[src/rtl/dlsc_axi_router_wr_scheduler_if.sv]
// W-channel and command bundle between the router command stage, the input
// ports and the output ports of the write-data scheduler.
interface dlsc_axi_router_wr_scheduler_if #(
    parameter int DATA     = 32,
    parameter int STRB     = DATA/8,
    parameter int LEN      = 4,
    parameter int INPUTS   = 1,
    parameter int INPUTSB  = 1,
    parameter int OUTPUTS  = 1,
    parameter int OUTPUTSB = 1
);
    // Handshake: a beat moves on a port in any cycle where both its valid and
    // ready are 1; valid may be raised without waiting for ready, and data,
    // strb and last are held stable while valid=1 and ready=0.
    logic                      cmd_push;
    logic [INPUTSB-1:0]        cmd_input;
    logic [OUTPUTSB-1:0]       cmd_output;
    logic [LEN-1:0]            cmd_len;
    logic                      cmd_full;

    logic [INPUTS-1:0]         in_ready;
    logic [INPUTS-1:0]         in_valid;
    logic [INPUTS-1:0]         in_last;
    logic [INPUTS*DATA-1:0]    in_data;
    logic [INPUTS*STRB-1:0]    in_strb;

    logic [OUTPUTS-1:0]        out_ready;
    logic [OUTPUTS-1:0]        out_valid;
    logic [OUTPUTS-1:0]        out_last;
    logic [OUTPUTS*DATA-1:0]   out_data;
    logic [OUTPUTS*STRB-1:0]   out_strb;

    logic                      err_overflow;
    logic                      err_last;
    logic                      dbg_state;

    modport slave (
        input  cmd_push, cmd_input, cmd_output, cmd_len,
        input  in_valid, in_last, in_data, in_strb,
        input  out_ready,
        output cmd_full, in_ready,
        output out_valid, out_last, out_data, out_strb,
        output err_overflow, err_last, dbg_state
    );

    modport master (
        output cmd_push, cmd_input, cmd_output, cmd_len,
        output in_valid, in_last, in_data, in_strb,
        output out_ready,
        input  cmd_full, in_ready,
        input  out_valid, out_last, out_data, out_strb,
        input  err_overflow, err_last, dbg_state
    );
endinterface

[src/rtl/dlsc_axi_router_wr_scheduler.sv]
// Queues routing commands in issue order and steers W beats from the chosen
// input to the chosen output one burst at a time, regenerating WLAST.
module dlsc_axi_router_wr_scheduler #(
    parameter int DATA     = 32,
    parameter int STRB     = DATA/8,
    parameter int LEN      = 4,
    parameter int INPUTS   = 1,
    parameter int INPUTSB  = 1,
    parameter int OUTPUTS  = 1,
    parameter int OUTPUTSB = 1,
    parameter int DEPTH    = 16,
    parameter int DEPTHB   = 4
) (
    input  logic clk,
    input  logic rst,
    dlsc_axi_router_wr_scheduler_if.slave bus
);

    typedef enum logic [0:0] {
        IDLE = 1'b0,
        XFER = 1'b1
    } state_t;

    state_t               state;
    state_t               state_next;

    logic [INPUTSB-1:0]   q_in  [DEPTH];
    logic [OUTPUTSB-1:0]  q_out [DEPTH];
    logic [LEN-1:0]       q_len [DEPTH];
    logic [DEPTHB-1:0]    wr_ptr;
    logic [DEPTHB-1:0]    rd_ptr;
    logic [DEPTHB:0]      count;

    logic [INPUTSB-1:0]   sel_in;
    logic [OUTPUTSB-1:0]  sel_out;
    logic [LEN-1:0]       cnt;

    logic                 q_nonempty;
    logic                 q_full;
    logic                 last_beat;
    logic                 beat;
    logic                 pop;
    logic                 push_ok;
    logic [DEPTHB+1:0]    full_sum;
    logic                 err_overflow;
    logic                 err_last;

    logic [INPUTS-1:0]    in_ready;
    logic [OUTPUTS-1:0]   out_valid;
    logic [OUTPUTS-1:0]   out_last;
    logic [DATA-1:0]      sel_data;
    logic [STRB-1:0]      sel_strb;

    assign q_nonempty = (count != '0);
    assign q_full     = (count == (DEPTHB+1)'(DEPTH));
    assign last_beat  = (cnt == '0);
    assign beat       = (state == XFER) && bus.in_valid[sel_in] && bus.out_ready[sel_out];

    // The next command loads on the same edge as the final beat, so bursts
    // run back to back without an idle cycle.
    assign pop     = q_nonempty && ((state == IDLE) || (beat && last_beat));
    // A pop in the same cycle frees the head slot, so a full queue can still accept.
    assign push_ok = bus.cmd_push && (!q_full || pop);

    // One slot of headroom covers the command stage's registered push.
    assign full_sum     = (DEPTHB+2)'(count) + (DEPTHB+2)'(bus.cmd_push);
    assign bus.cmd_full = (full_sum >= (DEPTHB+2)'(DEPTH));

    always_comb begin
        state_next = state;
        case (state)
            IDLE:    if (q_nonempty) state_next = XFER;
            XFER:    if (beat && last_beat && !q_nonempty) state_next = IDLE;
            default: state_next = IDLE;
        endcase
    end

    always_ff @(posedge clk) begin
        if (rst) begin
            state        <= IDLE;
            wr_ptr       <= '0;
            rd_ptr       <= '0;
            count        <= '0;
            sel_in       <= '0;
            sel_out      <= '0;
            cnt          <= '0;
            err_overflow <= 1'b0;
            err_last     <= 1'b0;
        end else begin
            state <= state_next;
            if (push_ok) wr_ptr <= wr_ptr + DEPTHB'(1);
            if (pop)     rd_ptr <= rd_ptr + DEPTHB'(1);
            case ({push_ok, pop})
                2'b10:   count <= count + (DEPTHB+1)'(1);
                2'b01:   count <= count - (DEPTHB+1)'(1);
                default: count <= count;
            endcase
            if (pop) begin
                sel_in  <= q_in[rd_ptr];
                sel_out <= q_out[rd_ptr];
                cnt     <= q_len[rd_ptr];
            end else if (beat && !last_beat) begin
                cnt <= cnt - LEN'(1);
            end
            if (bus.cmd_push && q_full && !pop) err_overflow <= 1'b1;
            if (beat && (bus.in_last[sel_in] != last_beat)) err_last <= 1'b1;
        end
    end

    // Queue storage needs no reset; entries are only read behind count.
    always_ff @(posedge clk) begin
        if (push_ok) begin
            q_in[wr_ptr]  <= bus.cmd_input;
            q_out[wr_ptr] <= bus.cmd_output;
            q_len[wr_ptr] <= bus.cmd_len;
        end
    end

    always_comb begin
        in_ready  = '0;
        out_valid = '0;
        out_last  = '0;
        if (state == XFER) begin
            in_ready[sel_in]   = bus.out_ready[sel_out];
            out_valid[sel_out] = bus.in_valid[sel_in];
            out_last[sel_out]  = last_beat;
        end
    end

    assign sel_data = bus.in_data[int'(sel_in)*DATA +: DATA];
    assign sel_strb = bus.in_strb[int'(sel_in)*STRB +: STRB];

    assign bus.in_ready     = in_ready;
    assign bus.out_valid    = out_valid;
    assign bus.out_last     = out_last;
    assign bus.out_data     = {OUTPUTS{sel_data}};
    assign bus.out_strb     = {OUTPUTS{sel_strb}};
    assign bus.err_overflow = err_overflow;
    assign bus.err_last     = err_last;
    assign bus.dbg_state    = (state == XFER);

endmodule

[src/flat_wrapper.sv]
// flat-port wrapper written by rule: the top's interface ports become plain ports
module dlsc_axi_router_wr_scheduler_flat 
#(
    parameter int DATA     = 32,
    parameter int STRB     = DATA/8,
    parameter int LEN      = 4,
    parameter int INPUTS   = 1,
    parameter int INPUTSB  = 1,
    parameter int OUTPUTS  = 1,
    parameter int OUTPUTSB = 1,
    parameter int DEPTH    = 16,
    parameter int DEPTHB   = 4
)
  (clk, rst, bus_cmd_push, bus_cmd_input, bus_cmd_output, bus_cmd_len, bus_in_valid, bus_in_last, bus_in_data, bus_in_strb, bus_out_ready, bus_cmd_full, bus_in_ready, bus_out_valid, bus_out_last, bus_out_data, bus_out_strb, bus_err_overflow, bus_err_last, bus_dbg_state);
  dlsc_axi_router_wr_scheduler_if #(.DATA(DATA), .STRB(STRB), .LEN(LEN), .INPUTS(INPUTS), .INPUTSB(INPUTSB), .OUTPUTS(OUTPUTS), .OUTPUTSB(OUTPUTSB)) bus_i ();
  input  logic clk;
  input  logic rst;
  input wire logic [$bits(bus_i.cmd_push)-1:0] bus_cmd_push;
  input wire logic [$bits(bus_i.cmd_input)-1:0] bus_cmd_input;
  input wire logic [$bits(bus_i.cmd_output)-1:0] bus_cmd_output;
  input wire logic [$bits(bus_i.cmd_len)-1:0] bus_cmd_len;
  input wire logic [$bits(bus_i.in_valid)-1:0] bus_in_valid;
  input wire logic [$bits(bus_i.in_last)-1:0] bus_in_last;
  input wire logic [$bits(bus_i.in_data)-1:0] bus_in_data;
  input wire logic [$bits(bus_i.in_strb)-1:0] bus_in_strb;
  input wire logic [$bits(bus_i.out_ready)-1:0] bus_out_ready;
  output wire logic [$bits(bus_i.cmd_full)-1:0] bus_cmd_full;
  output wire logic [$bits(bus_i.in_ready)-1:0] bus_in_ready;
  output wire logic [$bits(bus_i.out_valid)-1:0] bus_out_valid;
  output wire logic [$bits(bus_i.out_last)-1:0] bus_out_last;
  output wire logic [$bits(bus_i.out_data)-1:0] bus_out_data;
  output wire logic [$bits(bus_i.out_strb)-1:0] bus_out_strb;
  output wire logic [$bits(bus_i.err_overflow)-1:0] bus_err_overflow;
  output wire logic [$bits(bus_i.err_last)-1:0] bus_err_last;
  output wire logic [$bits(bus_i.dbg_state)-1:0] bus_dbg_state;
  assign bus_i.cmd_push = bus_cmd_push;
  assign bus_i.cmd_input = bus_cmd_input;
  assign bus_i.cmd_output = bus_cmd_output;
  assign bus_i.cmd_len = bus_cmd_len;
  assign bus_i.in_valid = bus_in_valid;
  assign bus_i.in_last = bus_in_last;
  assign bus_i.in_data = bus_in_data;
  assign bus_i.in_strb = bus_in_strb;
  assign bus_i.out_ready = bus_out_ready;
  assign bus_cmd_full = bus_i.cmd_full;
  assign bus_in_ready = bus_i.in_ready;
  assign bus_out_valid = bus_i.out_valid;
  assign bus_out_last = bus_i.out_last;
  assign bus_out_data = bus_i.out_data;
  assign bus_out_strb = bus_i.out_strb;
  assign bus_err_overflow = bus_i.err_overflow;
  assign bus_err_last = bus_i.err_last;
  assign bus_dbg_state = bus_i.dbg_state;
  dlsc_axi_router_wr_scheduler #(.DATA(DATA), .STRB(STRB), .LEN(LEN), .INPUTS(INPUTS), .INPUTSB(INPUTSB), .OUTPUTS(OUTPUTS), .OUTPUTSB(OUTPUTSB), .DEPTH(DEPTH), .DEPTHB(DEPTHB)) u_core (.clk(clk), .rst(rst), .bus(bus_i));
endmodule
[config.mk]
export PLATFORM = sky130hd
export DESIGN_NAME = dlsc_axi_router_wr_scheduler_flat
export DESIGN_NICKNAME = d
export VERILOG_FILES = /design/src/rtl/dlsc_axi_router_wr_scheduler_if.sv /design/src/rtl/dlsc_axi_router_wr_scheduler.sv /design/src/flat_wrapper.sv
export SDC_FILE = /design/constraint.sdc
export NUM_CORES = 1
export LEC_CHECK = 0
export CAP_MARGIN = 20
export CORE_MARGIN = 8
export CORE_UTILIZATION = 31
export CTS_BUF_LIST = sky130_fd_sc_hd__clkbuf_8 sky130_fd_sc_hd__clkbuf_16
export CTS_CLUSTER_DIAMETER = 100
export DETAILED_ROUTE_END_ITERATION = 6
export MAX_ROUTING_LAYER = met4
export SKIP_CTS_REPAIR_TIMING = 1
export SYNTH_ARGS = -nofsm -noshare
export SYNTH_HDL_FRONTEND = slang
export SYNTH_SLANG_ARGS = --single-unit
[constraint.sdc]
create_clock -name clk -period 3.01 [get_ports clk]
set_input_delay 0.7525 -clock clk [delete_from_list [all_inputs] [get_ports clk]]
set_output_delay 0.7525 -clock clk [all_outputs]
set_load 0.05 [all_outputs]
==> flow_summary.yaml <==
sta:
  setup_ws_ns: 0.240
  finalClockSkew_ns: 0.0112
  clock.fmax_ghz: 0.361
  setup_viol: 0
  period_share_pct: 92.0
  maxSlewViolCount: 0
  period_needed_ns: 2.77
  hold_viol_final: 0
  worst_pin_slew_ns: 0.736
  slew_headroom_pct: 50.9
  fin_tns_setup_ns: 0
  grt_setup_unrepaired: "no"
logic_synthesis:
  yosysUniqueCellTypes: 53
  synth_top_cell_area_share_pct: 53.5
  ys_ff_latch: 122
  synth_area_sq_mm: 0.00538
  syn_inst: 373
  syn_nets: 429
  ys_warn_count: 0
  synth_edf_count: 96
  ys.flop_type: "edfxtp_1"
  synth_seq_area_share_pct: 63.2
  yosys-top-cells-area: "edfxtp_1 (54%), mux4_2 (10%), dfxtp_1 (9.7%), nor2b_1 (4.9%), ha_1 (1.9%)"
  syn_avg_cell_area_sq_um: 14.4
  synthArstFlopShare_pct: 0
  synth_top_area_cell: "edfxtp_1"
floorplanning:
  start_util_pct: 31.5
  num_io_pins: 91
  die_h_um: 148
  coreArea_sq_mm: 0.0171
  rows: 48
  dieArea_sq_mm: 0.0218
  die_w_um: 148
grt:
  antenna_found_initial: 0
  overflow: 0
  grt_max_degree: 39
  grt_pass1_vias: 3665
  gr-usage-all-layers_pct: 13.2
  grt_pass1_wl_mm: 21.5
setup_path:
  crit_end: "u_core.count[2]"
  slowest_delay_ns: 0.51
  path_delay_family: "simple AND/OR/NAND/NOR gates"
  worstSetupPathDepth: 9
  crit_path_end_kind: "register"
  crit_buf_inv: 1
  arrival_ns: 3.06
  r2r-start: "u_core.cnt[0]"
  path_class: "in -> reg"
  slowest_stage: "or4_1"
  cp_max_fo: 2
  r2r_slack_ns: 0.47
  startpoint_type: "input port"
  setup.worst_path.start: "bus_cmd_push"
  worstRegToRegCells: 10
  path_cells: "clkdlybuf4s50_1, and3b_1, a21o_1, nand2_1, o21ai_0, ha_1, or4_1, a22oi_1, mux2_1"
  regToRegEndpoint: "u_core.count[2]"
  cp.required_ns: 3.30
pwr:
  p_per_area_mw_per_mm2: 905
  irDropWorstVdd_v: 0.000418
  leakage_nw: 2.73
routing:
  dr_total_vias: 3498
  ant_nets: 0
  vias_per_cell: 4.80
  first_pass_iters: 4
  wl_per_cell_um: 18.7
  initialDrtViolationCount: 155
  drc: 0
  wl_mm: 13.6
clock_network:
  cts_buffer_depth: 2
  clockRootBuffer: "clkbuf_16"
  cts.sinks: 122
  clkLatencyLatePin_ns: 0.41
  cts_tree: "built"
  clk_pin_slew_ns: 0.06
  cts_inserted_buffers: 17
  htreeDepth: 4
placement:
  dp_worst_setup_slack_ns: -0.172
  place_area_sq_mm: 0.00708
  dp_hpwl_mm: 10.1
  place_congestion: 0.814
  portBuffers: 90
cells_and_area:
  fin_area_sq_mm: 0.00767
  nNetsFinal: 547
  antenna_cells: 0
  final_util_pct: 44.8
  syn_to_final_growth_pct: 42.5
  drive_gt1_share_pct: 27.2
  nFillCells: 1541
job:
  max-cap-violations: 0
min_path:
  hold_class: "reg -> reg"
outcome:
  status: "finished, final reports clean"
==> layer usage <==
| metal | vias up | GRT usage [%] | routed length (um) |
|---|---|---|---|
| li1 | 1646 | - | - |
| met1 | 1703 | 15.7 | 5920 |
| met2 | 140 | 21.2 | 6480 |
| met3 | 9 | 4.19 | 1060 |
| met4 | 0 | 3.57 | 146 |
| met5 | - | - | 0 |
==> worst min path at each step <==
stage | cells after the start | slack, ns | start | to
after floorplan | 2 | 0.45 | u_core.sel_out | u_core.sel_out
after global placement | 2 | 0.47 | u_core.bus.err_last | u_core.bus.err_last
after detailed placement | 2 | 0.47 | u_core.bus.err_last | u_core.bus.err_last
after CTS | 2 | 0.48 | u_core.bus.err_last | u_core.bus.err_last
after global routing | 2 | 0.53 | u_core.sel_out | u_core.sel_out
final | 2 | 0.48 | u_core.bus.err_last | u_core.bus.err_last
==> final cells by class <==
cell class              count  area [sq um]  share of cell area, %
clock buffers              17           425                   5.54
clock inverters            15           171                   2.23
inverters                   9          33.8                  0.440
multi-input cells         223          1860                   24.2
flip-flops and latches    122          3400                   44.4
well taps                 225           282                   3.67
repair buffers            118          1500                   19.5
==> synth_stat cells (4+ instances only) <==
| cell | instances |
|---|---|
| edfxtp_1 | 96 |
| nor2b_1 | 42 |
| dfxtp_1 | 26 |
| nor2_1 | 26 |
| mux4_2 | 24 |
| nand2_1 | 19 |
| nand3_1 | 12 |
| clkbuf_1 | 11 |
| inv_1 | 9 |
| a21oi_1 | 8 |
| ha_1 | 8 |
| nor3_1 | 7 |
| mux2i_1 | 6 |
| a22oi_1 | 5 |
| and3_1 | 5 |
| nor4_1 | 5 |
| xnor2_1 | 5 |
| buf_2 | 4 |
| nor2_2 | 4 |
| o21ai_0 | 4 |
==> cells by family (layout without fill, tap and decap cells) <==
kind of cell / Yosys count / in the layout / synth area share [%]
adder cells (fa/ha/maj): 8 / 8 / 1.86
XOR/XNOR: 8 / 8 / 1.30
buffers and inverters: 28 / 159 / 2.25
AND/OR/NAND/NOR: 136 / 136 / 14.1
AO/OA/AOI/OAI: 38 / 38 / 5.48
flip-flops: 122 / 122 / 63.2
multiplexers: 33 / 33 / 11.8
==> per-stage QoR <==
stage / std cells / power, W / hold slack [ns]
6_report: 729 / 0.00695 / 0.477
3_3_place_gp: 697 / 0.00492 / 0.467
3_5_place_dp: 697 / 0.00496 / 0.467
5_1_grt: 729 / 0.00726 / 0.527
4_1_cts: 729 / 0.00699 / 0.481
2_1_floorplan: 373 / 0.00377 / 0.450
==> registers in the layout (all words and copies together) (netlist names), named ones only <==
register / flops
u_core.q_in: 16
u_core.count: 5
u_core.sel_in: 1
u_core.bus.err_overflow: 1
u_core.wr_ptr: 4
u_core.bus.dbg_state: 1
u_core.cnt: 4
u_core.rd_ptr: 4
u_core.bus.err_last: 1
u_core.q_out: 16
u_core.sel_out: 1
u_core.q_len: 64
==> power breakdown <==
part	switching (W)	internal (W)
registers	0.000206	0.00194
clock network	0.000841	0.00119
logic	0.00151	0.00126
==> worst register-to-register path: cells and delay by family (launching register included) <==
| kind | cells | cell delay [ns] |
|---|---|---|
| compound gates | 3 | 0.46 |
| fa+ha+maj | 2 | 0.42 |
| buf+inv | 1 | 0.07 |
| flops | 1 | 0.37 |
| mux | 1 | 0.35 |
| simple gates | 3 | 0.76 |
==> cells in the final DEF (no fill, tap or decap), types with 5 or more instances in the layout <==
master,n
edfxtp_1,96
clkdlybuf4s50_1,50
nor2b_1,42
buf_12,39
buf_4,29
nor2_1,26
dfxtp_1,26
mux4_2,24
nand2_1,19
clkbuf_16,17
nand3_1,12
inv_1,9
a21oi_1,8
ha_1,8
nor3_1,7
inv_6,7
mux2i_1,6
and3_1,5
nor4_1,5
a22oi_1,5
xnor2_1,5
inv_8,5
Note: power is estimated with default switching activity, not from simulation.
